==> src/rtl/fetch_ctrl_if.sv <==
`default_nettype none
// +-----------------------------------------------------------------------+
// | fetch_ctrl_if : split address/response instruction-memory handshake   |
// | Rev 1.0                                                               |
// +-----------------------------------------------------------------------+
interface fetch_ctrl_if #(
  parameter int W = 32
);
  logic         imem_req;
  logic [W-1:0] imem_addr;
  logic         imem_gnt;
  logic         imem_rvalid;
  logic [31:0]  imem_rdata;

  modport master (
    output imem_req,
    output imem_addr,
    input  imem_gnt,
    input  imem_rvalid,
    input  imem_rdata
  );

  modport slave (
    input  imem_req,
    input  imem_addr,
    output imem_gnt,
    output imem_rvalid,
    output imem_rdata
  );
endinterface
`default_nettype wire

==> src/rtl/fetch_ctrl.sv <==
`default_nettype none
// +-----------------------------------------------------------------------+
// | fetch_ctrl : PC owner, single-outstanding fetch, squash, 1-entry slot |
// | Rev 1.0                                                               |
// +-----------------------------------------------------------------------+
module fetch_ctrl #(
  parameter int           W          = 32,
  parameter logic [W-1:0] RESET_PC   = '0,
  parameter logic [W-1:0] EXC_VECTOR = 'h0000_0180
) (
  input  wire logic         clk,
  input  wire logic         rst,
  input  wire logic         stall,
  input  wire logic         exc_take,
  input  wire logic         br_take,
  input  wire logic         br_targ_or_offset,
  input  wire logic [W-1:0] br_targ,
  input  wire logic [W-1:0] br_pc,
  input  wire logic [W-1:0] br_offset,
  fetch_ctrl_if.master      imem,
  output logic [W-1:0]      pc,
  output logic              inst_valid,
  output logic [31:0]       inst,
  output logic [W-1:0]      inst_pc
);

  typedef enum logic [1:0] {
    S_IDLE = 2'd0,
    S_WAIT = 2'd1,
    S_DROP = 2'd2
  } state_t;

  state_t       r_state;
  logic         w_redirect;
  logic [W-1:0] w_target;
  logic         w_req;

  assign w_redirect = exc_take | br_take;

  always_comb begin
    w_target = br_pc + br_offset;
    if (exc_take)
      w_target = EXC_VECTOR;
    else if (br_targ_or_offset)
      w_target = br_targ;
  end

  // Issue only when the slot is free now or is being consumed at this edge,
  // so a later capture always lands in an empty slot.
  assign w_req = rst & (r_state == S_IDLE) & ~w_redirect & (~inst_valid | ~stall);

  assign imem.imem_req  = w_req;
  assign imem.imem_addr = pc;

  always_ff @(posedge clk or negedge rst) begin
    if (!rst) begin
      r_state    <= S_IDLE;
      pc         <= RESET_PC;
      inst_valid <= 1'b0;
      inst       <= '0;
      inst_pc    <= '0;
    end else begin
      if (w_redirect || (inst_valid && !stall))
        inst_valid <= 1'b0;

      case (r_state)
        S_IDLE: begin
          if (w_redirect)
            pc <= w_target;
          else if (w_req && imem.imem_gnt)
            r_state <= S_WAIT;
        end
        S_WAIT: begin
          if (imem.imem_rvalid) begin
            r_state <= S_IDLE;
            if (w_redirect) begin
              pc <= w_target;
            end else begin
              inst       <= imem.imem_rdata;
              inst_pc    <= pc;
              inst_valid <= 1'b1;
              pc         <= pc + W'(4);
            end
          end else if (w_redirect) begin
            pc      <= w_target;
            r_state <= S_DROP;
          end
        end
        S_DROP: begin
          if (w_redirect)
            pc <= w_target;
          if (imem.imem_rvalid)
            r_state <= S_IDLE;
        end
        default: r_state <= S_IDLE;
      endcase
    end
  end

endmodule
`default_nettype wire

==> src/flat_wrapper.sv <==
// flat-port wrapper written by rule: the top's interface ports become plain ports
module fetch_ctrl_flat 
#(
  parameter int           W          = 32,
  parameter logic [W-1:0] RESET_PC   = '0,
  parameter logic [W-1:0] EXC_VECTOR = 'h0000_0180
)
  (clk, rst, stall, exc_take, br_take, br_targ_or_offset, br_targ, br_pc, br_offset, pc, inst_valid, inst, inst_pc, imem_imem_req, imem_imem_addr, imem_imem_gnt, imem_imem_rvalid, imem_imem_rdata);
  fetch_ctrl_if #(.W(W)) imem_i ();
  input  wire logic clk;
  input  wire logic rst;
  input  wire logic stall;
  input  wire logic exc_take;
  input  wire logic br_take;
  input  wire logic br_targ_or_offset;
  input  wire logic [W-1:0] br_targ;
  input  wire logic [W-1:0] br_pc;
  input  wire logic [W-1:0] br_offset;
  output logic [W-1:0] pc;
  output logic inst_valid;
  output logic [31:0] inst;
  output logic [W-1:0] inst_pc;
  output wire logic [$bits(imem_i.imem_req)-1:0] imem_imem_req;
  output wire logic [$bits(imem_i.imem_addr)-1:0] imem_imem_addr;
  input wire logic [$bits(imem_i.imem_gnt)-1:0] imem_imem_gnt;
  input wire logic [$bits(imem_i.imem_rvalid)-1:0] imem_imem_rvalid;
  input wire logic [$bits(imem_i.imem_rdata)-1:0] imem_imem_rdata;
  assign imem_imem_req = imem_i.imem_req;
  assign imem_imem_addr = imem_i.imem_addr;
  assign imem_i.imem_gnt = imem_imem_gnt;
  assign imem_i.imem_rvalid = imem_imem_rvalid;
  assign imem_i.imem_rdata = imem_imem_rdata;
  fetch_ctrl #(.W(W), .RESET_PC(RESET_PC), .EXC_VECTOR(EXC_VECTOR)) u_core (.clk(clk), .rst(rst), .stall(stall), .exc_take(exc_take), .br_take(br_take), .br_targ_or_offset(br_targ_or_offset), .br_targ(br_targ), .br_pc(br_pc), .br_offset(br_offset), .imem(imem_i), .pc(pc), .inst_valid(inst_valid), .inst(inst), .inst_pc(inst_pc));
endmodule
==> config.mk <==
export PLATFORM = sky130hd
export DESIGN_NAME = fetch_ctrl_flat
export DESIGN_NICKNAME = d
export VERILOG_FILES = /design/src/rtl/fetch_ctrl_if.sv /design/src/rtl/fetch_ctrl.sv /design/src/flat_wrapper.sv
export SDC_FILE = /design/constraint.sdc
export NUM_CORES = 1
export LEC_CHECK = 0
export CAP_MARGIN = 10
export CORE_MARGIN = 5
export CORE_UTILIZATION = 40
export DETAILED_ROUTE_END_ITERATION = 10
export HOLD_SLACK_MARGIN = 0.12
export PLACE_DENSITY = 0.75
export SLEW_MARGIN = 25
export SYNTH_ARGS = -nofsm -noshare
export SYNTH_HDL_FRONTEND = slang
export SYNTH_SLANG_ARGS = --single-unit
==> constraint.sdc <==
create_clock -name clk -period 3.85 [get_ports clk]
set_input_delay 0.9625 -clock clk [delete_from_list [all_inputs] [get_ports clk]]
set_output_delay 0.9625 -clock clk [all_outputs]
set_load 0.02 [all_outputs]
==> results.toml, run 1 <==
[global_routing]
grt_pass1_vias = 6252
grt_pass1_wl_mm = 33.7
antenna_found_initial = 1
grt_max_degree = 78
overflow = 0
track_usage_pct = 21.5

[floorplan]
floorplan.initialDensity_pct = 40.3
ios = 266
core_um2 = 16300
rows = 47
die_area_um2 = 19100
chipWidth_um = 138
die_h_um = 138

[synth]
ys.flop_type = "dfrtp_1"
seq_area_frac_synth_pct = 37.6
synth_edf_count = 0
ys_types = 63
ys_ff_latch = 99
syn_area_um2 = 6590
syn_nets = 869
synthCells = 700
post_synth.cell_area_avg_um2 = 9.42
synth.area.top_cells = "dfrtp_1 38%, mux2_2 11%, ha_1 6.1%"
async_flop_share_pct = 100
yosys_warnings = 0
yosys.area.top_type_share_pct = 37.6
synth_area_leader_cell = "dfrtp_1"

[clock_network]
clockRootBuffer = "clkbuf_16"
clock_latency_ps = 350
cts_resized = 0
path_clk_slew_ps = 70
postCtsSetupRepairBufs = 0
cts_hold_buf = 0
cts_buffers = 9
cts.sinks = 99
clock_path_buffers = 2
h-tree-depth = 3
cts_tree = "built"

[timing]
slew_headroom_pct = 47.9
setup_viol = 0
hold_viol_final = 0
worst_slew_pin_slew_ps = 778
finalCritPeriodShare_pct = 93.8
rsz0062_at_grt = "false"
max_freq_mhz = 277
finalMaxSlewViolations = 0
tns_ps = 0
fin_crit_ps = 3610
fin_ws_ps = 239
skew_ps = 6.79

[detailed_routing]
dr.pass1.iters = 5
drtIter0Drc = 389
drt-wirelength-per-cell_um = 18.1
viasPerCell = 5.45
drc = 0
via_count = 6404
antenna_left = 0
routed_wl_mm = 21.3

[critical_path]
critPathCaptureType = "primary output"
cp_data_arrival_time_ps = 2650
cp-start-kind = "input pin"
path_max_fanout = 2
crit_type = "in -> out"
required_ps = 2890

[worst_hold_path]
hp-class = "reg -> reg"

[power_and_ir_drop]
power_density_nw_per_um2 = 352
irDropWorstVdd_v = 0.000190
leakagePower_nw = 4.15

[cells_and_area]
final_util_pct = 59.7
nets = 1118
final_cell_area_um2 = 9760
drive_gt1_share_pct = 14.2
areaGrowthSynthToFinish_pct = 48.1

[placement]
port_buffers = 265
hpwl_mm = 17.0
dpl_cell_area_um2 = 9450
gp_congestion = 0.889
place_ws_ps = -31.7

[status]
outcome = "complete, no violations"

[job]
maxCapViolations = 0
==> sequential cells by signal, indices dropped and copies added (netlist names) <==
name,flops
u_core.imem.imem_addr,32
u_core.inst,32
u_core.inst_pc,32
u_core.r_state,2
u_core.inst_valid,1
==> cell usage in the layout, fill, tap and decap left out, drive strengths merged, types with 7 or more instances in the layout <==
master and instances:
o21ai 57, buf 35, dfrtp 99, nand3 20, a21oi 54, ha 32
nor2 46, o22ai 8, o221ai 10, clkdlybuf4s50 264, xnor2 16, a21o 11
mux2i 9, nor3 15, inv 13, mux2 65, xor2 10, a31oi 7
clkbuf 9, nand4 8, and3 17, nand2 68
==> logic make-up after synthesis <==
family	count (synthesis)	share of synthesized area (%)
AND/OR/NAND/NOR	202	14.6
adder cells (fa/ha/maj)	33	6.38
AO/OA/AOI/OAI	195	19.6
multiplexers	74	12.5
flip-flops	99	37.6
buffers and inverters	71	5.98
XOR/XNOR	26	3.45
==> path summary, 6_finish.rpt <==
| kind | end | from | slack [ps] | cells after the start |
|---|---|---|---|---|
| hold / removal | u_core.inst[22]$_DFFE_PN0P_ | u_core.inst[22]$_DFFE_PN0P_ | 500 | 1 |
| max in group asynchronous | u_core.imem.imem_addr[6]$_DFFE_PN0P_ | rst | 2230 | 3 |
| setup / recovery | imem_imem_req | br_take | 240 | 4 |
| setup reg to reg | u_core.imem.imem_addr[29]$_DFFE_PN0P_ | u_core.imem.imem_addr[6]$_DFFE_PN0P_ | 1300 | 8 |
| hold reg to reg | u_core.inst[22]$_DFFE_PN0P_ | u_core.inst[22]$_DFFE_PN0P_ | 500 | 1 |
| min in group asynchronous | u_core.inst_pc[4]$_DFFE_PN0P_ | rst | 620 | 2 |
==> per-layer routing <==
layer	vias to the layer above	part of all wire, %	GRT usage [%]	wire length (um)
met1	2995	43	27.9	9080
met4	0	2.9	8.16	620
li1	3054	-	-	-
met5	-	0	0	0
met3	36	8.1	4.56	1740
met2	319	46	35.3	9870
==> synthesized netlist by cell type (14+ instances only) <==
cell type / n
o21ai_0: 53
nor2_1: 46
clkbuf_1: 22
xnor2_1: 16
a21oi_1: 52
nor3_1: 14
nand3_1: 20
mux2_2: 65
dfrtp_1: 99
ha_1: 32
and3_1: 15
nand2_1: 67
buf_4: 32
==> per-stage QoR <==
stage / hold slack (ps) / cells / total power, mW
after global placement: 488 / 1158 / 2.49
final: 504 / 1175 / 3.44
after global routing: 515 / 1174 / 3.61
after detailed placement: 495 / 1158 / 2.52
after floorplan: 636 / 700 / 1.93
after CTS: 510 / 1174 / 3.46
==> power breakdown <==
part           switching [mW]  internal, mW
Sequential              0.134          1.15
Combinational           0.585         0.624
Clock                   0.426         0.516
==> area by class of cell <==
type / instances / area, um2
Antenna cell: 1 / 2.50
Clock buffer: 9 / 225
Clock inverter: 7 / 83.8
Fill cell: 1482 / 6590
Inverter: 10 / 37.5
Multi-Input combinational cell: 530 / 3730
Sequential cell: 99 / 2480
Tap cell: 220 / 275
Timing Repair Buffer: 299 / 2930
==> worst max-delay path, cell delays in order <==
cell and delay [ps]:
clkdlybuf4s50_1 430, or3_1 400, nor3_1 220, clkdlybuf4s50_1 640
Note: power is estimated with default switching activity, not from simulation.
==> run 2: changes to the inputs <==
- CTS_CLUSTER_DIAMETER: default -> 60
- CTS_CLUSTER_SIZE: default -> 20
==> results of run 2 <==
Final layout, timing and power as in run 1 (identical DEF).
